$ cat src/rtl/piso_pkg.sv
// Shared types and helpers for the parallel-in serial-out serializer.
package piso_pkg;

    typedef enum logic [1:0] {
        IDLE   = 2'd0,
        SHIFT  = 2'd1,
        PARITY = 2'd2
    } state_t;

    // Number of sout cycles one accepted word occupies.
    function automatic int frame_len(input int width, input bit parity_en);
        return parity_en ? width + 1 : width;
    endfunction

endpackage

$ cat src/rtl/piso_bit_counter.sv
// Bit position counter for the serializer; counts 0..WIDTH-1 and flags the LSB.
module piso_bit_counter #(
    parameter int WIDTH = 8
) (
    input  logic clk,
    input  logic rst,
    input  logic clear,
    input  logic enable,
    output logic last
);
    localparam int CW = (WIDTH > 1) ? $clog2(WIDTH) : 1;

    logic [CW-1:0] count;

    // Clear on every reload; otherwise advance while a data bit is on sout.
    always_ff @(posedge clk or posedge rst) begin
        if (rst) begin
            count <= '0;
        end else if (clear) begin
            count <= '0;
        end else if (enable) begin
            count <= count + CW'(1);
        end
    end

    assign last = (count == CW'(WIDTH - 1));

endmodule

$ cat src/rtl/piso_serializer.sv
// MSB-first parallel-in serial-out transmitter with valid/ready intake.
// Optional even-parity trailer bit is compiled in with PISO_PARITY_EN.
module piso_serializer #(
    parameter int WIDTH = 8
) (
    input  logic             clk,
    input  logic             rst,
    input  logic [WIDTH-1:0] din,
    input  logic             din_valid,
    output logic             din_ready,
    output logic             sout,
    output logic             sout_valid,
    output logic             sof,
    output logic             busy
);
    import piso_pkg::*;

    state_t           state;
    logic [WIDTH-1:0] shift_reg;
    logic             last;
    logic             final_bit;
    logic             accept;

`ifdef PISO_PARITY_EN
    logic parity_reg;
    assign final_bit = (state == PARITY);
`else
    assign final_bit = (state == SHIFT) && last;
`endif

    // Ready while idle and on the frame's final bit so words can stream gap-free.
    assign din_ready = (state == IDLE) || final_bit;
    assign accept    = din_valid && din_ready;

    piso_bit_counter #(.WIDTH(WIDTH)) u_bit_counter (
        .clk    (clk),
        .rst    (rst),
        .clear  (accept),
        .enable ((state == SHIFT) && !last),
        .last   (last)
    );

`ifdef PISO_PARITY_EN
    // Parity is taken from the captured word so the shifting data is not needed later.
    always_ff @(posedge clk or posedge rst) begin
        if (rst) begin
            parity_reg <= 1'b0;
        end else if (accept) begin
            parity_reg <= ^din;
        end
    end
`endif

    // Frame FSM: capture, shift out, optional parity trailer, registered outputs.
    // sout always mirrors the MSB of shift_reg while a data bit is being sent.
    always_ff @(posedge clk or posedge rst) begin
        if (rst) begin
            state      <= IDLE;
            shift_reg  <= '0;
            sout       <= 1'b0;
            sout_valid <= 1'b0;
            sof        <= 1'b0;
            busy       <= 1'b0;
        end else if (accept) begin
            state      <= SHIFT;
            shift_reg  <= din;
            sout       <= din[WIDTH-1];
            sout_valid <= 1'b1;
            sof        <= 1'b1;
            busy       <= 1'b1;
        end else begin
            case (state)
                SHIFT: begin
                    shift_reg <= {shift_reg[WIDTH-2:0], 1'b0};
                    sof       <= 1'b0;
                    if (last) begin
`ifdef PISO_PARITY_EN
                        state <= PARITY;
                        sout  <= parity_reg;
`else
                        state      <= IDLE;
                        sout       <= 1'b0;
                        sout_valid <= 1'b0;
                        busy       <= 1'b0;
`endif
                    end else begin
                        sout <= shift_reg[WIDTH-2];
                    end
                end
                PARITY: begin
                    state      <= IDLE;
                    sout       <= 1'b0;
                    sout_valid <= 1'b0;
                    sof        <= 1'b0;
                    busy       <= 1'b0;
                end
                default: begin
                    state      <= IDLE;
                    sout       <= 1'b0;
                    sout_valid <= 1'b0;
                    sof        <= 1'b0;
                    busy       <= 1'b0;
                end
            endcase
        end
    end

endmodule

$ cat config.mk
export PLATFORM = sky130hd
export DESIGN_NAME = piso_serializer
export DESIGN_NICKNAME = d
export VERILOG_FILES = /design/src/rtl/piso_pkg.sv /design/src/rtl/piso_bit_counter.sv /design/src/rtl/piso_serializer.sv
export SDC_FILE = /design/constraint.sdc
export NUM_CORES = 1
export LEC_CHECK = 0
export BUFFER_PORTS_ARGS = -buffer_cell sky130_fd_sc_hd__clkbuf_2
export CORE_UTILIZATION = 48
export CTS_BUF_LIST = sky130_fd_sc_hd__clkbuf_4 sky130_fd_sc_hd__clkbuf_8
export DETAILED_ROUTE_END_ITERATION = 7
export PLACE_DENSITY = 0.81
export SYNTH_ARGS = -nofsm -noshare
export SYNTH_HDL_FRONTEND = slang
export SYNTH_SLANG_ARGS = --single-unit
$ cat constraint.sdc
create_clock -name clk -period 1.48 [get_ports clk]
set_input_delay 0.222 -clock clk [delete_from_list [all_inputs] [get_ports clk]]
set_output_delay 0.222 -clock clk [all_outputs]
set_load 0.01 [all_outputs]
# [Yosys cells after proc, flatten, opt, wreduce, memory -nomap -nowiden]
# Index checks and enable logic that the tools add are counted.
[classes] n_mux=14 shifts=0 n_reduce_logical=8 addsub=1 n_mul=0 bitwise=0 n_lt_le_gt_ge=0 div=0 eq_ne=3
[op_table] operator="$mux W7" n=2
[op_table] operator="$mux W1" n=7
[op_table] operator="$mux W2" n=3
[op_table] operator="$mux W3" n=2
[op_table] operator="$reduce_bool A2 Y1" n=2
[op_table] operator="$add A3 B1 Y3 const B" n=1
[op_table] operator="$eq A3 B3 Y1 const B" n=1
[op_table] operator="$logic_and A1 B1 Y1" n=3
[op_table] operator="$ne A3 B3 Y1 const B" n=1
[op_table] operator="$eq A2 B1 Y1 const B" n=1
[op_table] operator="$logic_not A2 Y1" n=1
[op_table] operator="$logic_not A1 Y1" n=1
[op_table] operator="$logic_or A1 B1 Y1" n=1
[word_totals] mem_count=0 input_bits=11 mem_bits_ro=0 latch_bits=0 out_inout_bits=5 reg_bits=15 ram_bits=0 word_cells=32

# [Longest topological paths before layout]
# Gate-level depths: netlist of run 1.
[logic_depth] depth_word=5 depth_mapped=7 ltp_nobuf=5

# [Hierarchy]
# Synthesis of run 1 repeated with hierarchy kept, for this count alone.
[hier_totals] hier_cells=62 hier_area_um2=676.9
[modules_own_cells] mod="piso_serializer" cells_per_inst=50 instances=1 seq_area_each_um2=250.2 area_per_inst_um2=533.0
[modules_own_cells] mod="piso_bit_counter" cells_per_inst=12 instances=1 seq_area_each_um2=75.1 area_per_inst_um2=143.9

# [Worst setup path after synthesis of run 1]
# No wires, ideal clock.
[synth_path] kind="register to register" startpoint="register u_bit_counter.count[0]" endpoint="register shift_reg[6]" stages_incl_launch_ff=8 t_required_ps=1356 setup_time_ps=124 arrival_time_ps=1351 synth_period_minus_slack_ps=1474 slack_ps=6 path_cell_list="dfrtp_1 ha_1 ha_1 nand2b_4 buf_6 buf_8 a32oi_1 nand2_1"
[synth_via] elab_chain_len=5 elab_cells_between_ends=6
[synth_lines] item="start: declaration" line_no="piso_bit_counter.sv:13" rtl="logic [CW-1:0] count;"
[synth_lines] item="start signal: assignment" line_no="piso_bit_counter.sv:22" rtl="count <= count + CW'(1);"
[synth_lines] item="$eq A3 B3 Y1 *" line_no="piso_bit_counter.sv:26" rtl="assign last = (count == CW'(WIDTH - 1));"
[synth_lines] item="$logic_and A1 B1 Y1 *" line_no="piso_serializer.sv:28" rtl="assign final_bit = (state == SHIFT) && last;"
[synth_lines] item="$logic_or A1 B1 Y1 *" line_no="piso_serializer.sv:32" rtl="assign din_ready = (state == IDLE) || final_bit;"
[synth_lines] item="named net din_ready" line_no="piso_serializer.sv:10" rtl="output logic din_ready,"
[synth_lines] item="$logic_and A1 B1 Y1 *" line_no="piso_serializer.sv:33" rtl="assign accept = din_valid && din_ready;"
[synth_lines] item="$mux W7 / $reduce_bool A2 Y1 (equally long branches)"
[synth_lines] item="end signal: assignment" line_no="piso_serializer.sv:66" rtl="shift_reg <= din;"
[synth_lines] item="end signal: assignment" line_no="piso_serializer.sv:74" rtl="shift_reg <= {shift_reg[WIDTH-2:0], 1'b0};"
[synth_lines] item="end: declaration" line_no="piso_serializer.sv:19" rtl="logic [WIDTH-1:0] shift_reg;"
# The timed path passes the listed nets; every way through them passes the cells marked *.
# A chain may end at the register's enable or synchronous reset.

# [Worst setup path after layout of run 1]
[layout_path] startpoint="register u_bit_counter.count[1]" endpoint="output din_ready"
[layout_via] elab_chain_len=3
[layout_lines] item="$eq A3 B3 Y1" line_no="piso_bit_counter.sv:26"
[layout_lines] item="$logic_and A1 B1 Y1" line_no="piso_serializer.sv:28"
[layout_lines] item="$logic_or A1 B1 Y1" line_no="piso_serializer.sv:32"
[layout_lines] item="end: declaration" line_no="piso_serializer.sv:10"
# No other way between the ends.

==> impl_results.md, run 1 <==
- Die ar.: between 0.001 and 0.0015 mm2
- Largest net degree at the start of global routing: 16
- Vias: ~500
- Crit-path max FO: 3
- Max Clock Skew: 0.00358 ns
- TritonCTS Sinks: 13
- Post-synthesis instance total: 57
- Fmax: 0.652 GHz
- Startpoint type of the worst setup path: flip-flop
- GR met3 Demand/Resource: around 3.5%
- Avg Vias per Cell: ~5.5
- WL/cell: 14.5 um
- EDFF count, synth: 0
- Synth top cells by count: 13 x dfrtp_1, 6 x inv_1, 6 x nand2_1
- GRT Util Overall: a little over a fifth
- Final Hold Viols: 0
- CTS Buf Count: 3
- Nets: 90
- Yosys top cell by area: dfrtp_1
- RePlAce Congestion: between 0.7 and 0.8
- Count leader, synth: dfrtp_1
- Clk_lat worst skew: ~0.27 ns
- Final Setup Violations: 1
- Post-synth top flop: dfrtp_1
- Initial DRT Pass Iterations: 4
- Seq cells post-synth: 13
- Post-route DRC violation count: 0
- Crit. End Element: primary output
- Async set-reset flop share out of synthesis: 100%
- Die H: about 39 um
- Cell area after layout: ~800 um2
- I/O pin count: 16
- Vias in the first global route: 458
- Slew Viols, Final: 0
- Met2 usage: approximately a third
- Crit Path Class: reg -> out
- CP arrival: 1.31 ns
- Number of port buffers: 15
- Yosys Warn Count: 0
- Power per standard cell area: ~1900 mW/mm2
- Core box area: between 0.001 and 0.0015 mm2
- Core Rows: 12
- First-pass GRT wire length: 2110 um
- Worst setup margin: -0.0548 ns
- Least-Margin Pin Slew: 0.475 ns
- Hold Path Class: in -> reg
- Max clock buf depth: 2
- Max reg flops: 7
- Area Growth Syn to Fin: 24.2%
- DP Wirelength: 829 um
- Post-synthesis cell type count: 22
- Period utilization: 104%
- Max VDD drop: 1330 uV
- Antenna violations before repair: 0
- Met1 usage: 30.4%
- Fin util: just under 70%
- Remaining antenna violation count: 0
- Syn nets: 70
- Top-area cell type share of the netlist area: between 50 and 60%
- Mapped cell area: 642 um2
- Minimum clock period: around 1.5 ns
- Clock transition at path regs: about 0.080 ns
- Critical Path RT: about 1.3 ns
- First DRT Iteration DRCs: 19
- CTS root buf: clkbuf_4
- Violated checks: negative setup slack
- Max-cap viol count: 0
- CTS tree: yes
- Post-Place Setup Slack: a little under 0.04 ns
- Run status: finished, violations left
- # H-tree levels: 1
- Syn avg cell area: 11.3 um2
- GR Overflow Total: 0
- FILL cells: 86
- Post-DP Area: 684 um2
- ANT cells: 0
- Max-Slew Margin vs Limit: about two thirds
- Most Used Layer, Global Route: met2
- Layout cells sized above 1: 40.8%
- Die width: between 30 and 40 um
- Part of the Yosys area used for sequential elements: 50.7%
- Initial Util: a little over half
- Area contributors post-synth: dfrtp_1 51%, o221a_2 5.3%, a211o_1 4.1%
- Pleak: 0.404 nW
- RSZ-0062 raised after global routing: true
- Drt total wl: 1310 um
## power breakdown
part           switching, W  total [W]  internal (W)  leakage, nW
clock              0.000117   0.000217      0.000100       0.0177
combinational      0.000294   0.000646      0.000352        0.220
sequential         0.000123   0.000613      0.000490        0.167
total              0.000533    0.00148      0.000942        0.404
## worst max-delay path, cell delays in order (launching register included)
cell      delay [ns]
dfrtp_1         0.42
ha_4            0.18
ha_4            0.15
nand2b_4        0.15
buf_6           0.13
## timing repair
action                                  in CTS  in global routing
hold buffers                                 1                  0
pin swaps                                    0                  4
buffers inserted                             3                  1
hold endpoints to repair                    13                  0
resized for setup                            3                  6
gates cloned                                 0                  0
endpoints found under the setup margin       2                  8
## routing by layer
layer / part of all wire [%] / up-vias
li1: - / 238
met1: 43 / 243
met2: 51 / 15
met3: 4.4 / 2
met4: 0.84 / 0
met5: 0 / -
## cell families (layout without fill, tap and decap cells)
group | Yosys count | count (layout) | synth area share [%]
adders and majority gates | 2 | 2 | 3.90
and+or+nand+nor | 16 | 16 | 14.0
muxes | 1 | 1 | 1.56
DFF | 13 | 13 | 50.7
AOI/OAI and AO/OA | 14 | 14 | 18.5
buffers and inverters | 11 | 30 | 11.3
## layout by cell type (no fill, tap or decap), types with 2 or more instances in the layout
| cell | synthesis | layout |
|---|---|---|
| clkbuf_2 | 0 | 14 |
| buf_6 | 2 | 2 |
| nand2_1 | 6 | 5 |
| buf_4 | 1 | 3 |
| nand3_1 | 2 | 2 |
| nand3b_1 | 2 | 2 |
| o221a_2 | 3 | 3 |
| a211o_1 | 3 | 3 |
| o21ai_0 | 3 | 3 |
| clkbuf_4 | 0 | 3 |
| dfrtp_1 | 13 | 13 |
| nor2b_1 | 3 | 3 |
| ha_4 | 0 | 2 |
| inv_1 | 6 | 6 |
## worst paths after layout
path	startpoint	to	slack, ns	cells past startpoint
min in group asynchronous	rst	u_bit_counter.count[2]	0.48	3
min reg2reg	shift_reg[0]	shift_reg[1]	0.49	2
min	din[7]	sout	0.18	3
max in group asynchronous	rst	shift_reg[1]	0.67	3
max reg2reg	u_bit_counter.count[1]	shift_reg[6]	0.02	6
max	u_bit_counter.count[1]	din_ready	-0.05	4
## through the flow
stage	TNS [ns]	hold WS (ns)	power [W]	instances
6_report	-0.0548	0.183	0.00148	90
5_1_grt	-0.161	0.183	0.00159	90
4_1_cts	-0.0496	0.178	0.00135	89
3_5_place_dp	0	0.243	0.00105	81
3_3_place_gp	0	0.240	0.00103	81
2_1_floorplan	0	0.0990	0.00100	57
## layout make-up
| class | count | area (um2) | share of cell area [%] |
|---|---|---|---|
| multi-input cells | 33 | 279 | 35.0 |
| inverters | 6 | 22.5 | 2.83 |
| clock buffers | 3 | 22.5 | 2.83 |
| flip-flops and latches | 13 | 325 | 40.8 |
| clock inverters | 1 | 5.00 | 0.628 |
| well taps | 14 | 17.5 | 2.20 |
| repair buffers | 20 | 125 | 15.7 |
No activity file was read; power rests on OpenSTA's default activity.
==> inputs of run 2 (changes only) <==
CORE_AREA = 2 2 39 41   (was unset)
CORE_UTILIZATION = unset   (was 48)
DIE_AREA = 0 0 41 43   (was unset)
SYNTH_HIERARCHICAL = 1   (was unset)
clock period = 1.8 ns   (was 1.48 ns; I/O delays follow)
==> run 2 against run 1 <==
Against the previous run: the run now ends clean; sequential cell count unchanged; largest power group unchanged; register-to-register slack better by 0.26 ns; sequential share of layout area is 0.19 points higher; synthesized cell count grew 8.8%.
==> impl_results.md, run 2 <==
- Antenna violations before repair: 0
- Max Clock Skew: around 0.00086 ns
- Least-Margin Pin Slew: 0.400 ns
- Nets: 95
- Reg-to-reg slack, setup: around 0.28 ns
- Post-route DRC violation count: 0
- Initial DRT Pass Iterations: 2
- DP Wirelength: between 800 and 900 um
- Delay of the slowest critical-path stage: ~0.40 ns
- ANT cells: 0
- RSZ-0062 raised after global routing: false
- Crit-path max FO: 4
- First-pass GRT wire length: about 2100 um
- Post-synth top flop: dfrtp_1
- R2r startpoint: u_bit_counter/count[0]
- Vias: 523
- Max reg flops: 7
- Area contributors post-synth: dfrtp_1 48%, mux2i_1 13%, a31oi_1 5.5%
- CP arrival: 1.43 ns
- Hold Path Class: in -> reg
- CTS Buf Count: 3
- Count leader, synth: dfrtp_1
- Syn nets: 75
- Die H: roughly 43 um
- Initial Util: about half
- Remaining antenna violation count: 0
- Clock transition at path regs: roughly 0.080 ns
- Power per standard cell area: 1410 mW/mm2
- FF-to-FF End: shift_reg[4]
- GR Overflow Total: 0
- Yosys Warn Count: 6
- Run status: completed
- Vias in the first global route: between 500 and 600
- Most Used Layer, Global Route: met2
- Pleak: between 0.4 and 0.5 nW
- Startpoint type of the worst setup path: flip-flop
- Largest net degree at the start of global routing: 19
- Max-Slew Margin vs Limit: between 70 and 80%
- Seq cells post-synth: 13
- Final Setup Violations: 0
- I/O pin count: 16
- Slowest cell on crit path: dfrtp_1
- Async set-reset flop share out of synthesis: 100%
- Crit Path Class: reg -> out
- Family with the most delay on the worst path: adder cells
- Final Hold Viols: 0
- Hold depth: 3
- TNS Setup: 0 ns
- Crit path buf inv count: 2
- Syn avg cell area: 10.9 um2
- Area Growth Syn to Fin: 17.2%
- Slew Viols, Final: 0
- First DRT Iteration DRCs: 2
- Yosys top cell by area: dfrtp_1
- TritonCTS Sinks: 13
- Min-delay src: din[7]
- Layout cells sized above 1: between 30% and 40%
- GR met3 Demand/Resource: 4.71%
- Mapped cell area: 677 um2
- Critical Path, Cell by Cell: ha_1 -> ha_1 -> nor2b_4 -> inv_2 -> clkbuf_2
- Core box area: between 0.001 and 0.0015 mm2
- Avg Vias per Cell: 5.39
- Part of the Yosys area used for sequential elements: 48.1%
- Commonest cells after routing, fill and taps aside: 15 x clkbuf_2, 13 x dfrtp_1, 9 x mux2i_1, 7 x o21ai_1, 6 x a31oi_1
- Die width: ~41 um
- Crit. End Element: primary output
- Met1 usage: roughly a fifth
- Synth top cells by count: 13 x dfrtp_1, 9 x mux2i_1, 7 x o21ai_1
- Max VDD drop: between 700 and 800 uV
- Top-area cell type share of the netlist area: 48.1%
- Number of port buffers: 15
- Fmax: roughly 0.6 GHz
- Max-cap viol count: 0
- Tot Pwr: 0.00112 W
- Critical Path Most Common Cell: ha_1
- Period utilization: a little over nine tenths
- # H-tree levels: 1
- Die ar.: 0.00176 mm2
- Commonest non-fill, non-tap cell in the layout: clkbuf_2
- Core Rows: 14
- Critical Path RT: about 1.5 ns
- R2R depth: 6
- Clk_lat worst skew: ~0.27 ns
- CTS tree: yes
- Max clock buf depth: 2
- Drt total wl: between 1000 and 1500 um
- Post-synthesis instance total: 62
- CTS root buf: clkbuf_4
- WL/cell: 13.3 um
- Minimum clock period: approximately 1.7 ns
- RePlAce Congestion: a little under 0.7
- Hold endpoint: sout
- Post-synthesis cell type count: 21
- Met2 usage: 30.6%
- EDFF count, synth: 0
- GRT Util Overall: ~18%
## run 2: kinds of logic (layout without fill, tap and decap cells)
group / Yosys count / after routing / synth area share, %
adder cells (fa/ha/maj): 2 / 2 / 3.70
AO/OA/AOI/OAI: 13 / 13 / 10.7
multiplexers: 9 / 9 / 13.3
AND/OR/NAND/NOR: 17 / 17 / 14.8
XOR/XNOR: 1 / 1 / 1.29
buffers and inverters: 7 / 26 / 8.13
flip-flops: 13 / 13 / 48.1
## run 2: layer usage
layer / share of wire, % / wire, um
met4: 0.54 / 7
met1: 43 / 549
met5: 0 / 0
met2: 53 / 681
met3: 3.7 / 48
## run 2: how the worst max path moves through the flow
stage	start	to	slack [ns]	cells past startpoint
6_report	u_bit_counter/count[0]	din_ready	0.1	5
5_1_grt	u_bit_counter/count[0]	din_ready	0.01	5
4_1_cts	u_bit_counter/count[0]	din_ready	0.02	5
3_5_place_dp	u_bit_counter/count[0]	din_ready	0.27	5
3_3_place_gp	u_bit_counter/count[0]	din_ready	0.31	5
2_1_floorplan	u_bit_counter/count[0]	u_bit_counter/count[1]	0.28	6
## run 2: what timing repair did
action / in CTS / in global routing
hold buffers: 1 / 0
endpoints found under the hold margin: 13 / 0
setup endpoints to repair: 1 / 1
resized for setup: 1 / 0
setup buffers: 0 / 1
## run 2: layout make-up
| type | count | area (um2) |
|---|---|---|
| inverters | 3 | 11.3 |
| clock inverters | 1 | 5.00 |
| multi-input cells | 42 | 302 |
| flip-flops and latches | 13 | 325 |
| repair buffers | 19 | 108 |
| well taps | 16 | 20.0 |
| fillers | 131 | 591 |
| clock buffers | 3 | 22.5 |
## run 2: tightest hold or removal path, delay by kind of cell
kind | cells | cell delay [ns]
AND/OR/NAND/NOR | 2 | 0.12
buffers and inverters | 1 | 0.08
## run 2: through the flow
stage / instances / util, % / hold WS (ns) / worst slack, ns / instance area [um2]
finish: 97 / 57.3 / 0.234 / 0.0961 / 793
global route: 97 / 57.3 / 0.231 / 0.0149 / 793
CTS: 96 / 56.8 / 0.224 / 0.0240 / 786
detailed placement: 91 / 53.7 / 0.140 / 0.273 / 743
global placement: 91 / 53.7 / 0.130 / 0.306 / 743
floorplan: 62 / - / 0.0236 / 0.277 / 677
## run 2: power breakdown
part	total [W]	switching [W]	internal, W
Sequential	0.000465	0.0000602	0.000405
Combinational	0.000484	0.000259	0.000226
Clock	0.000173	0.0000908	0.0000823
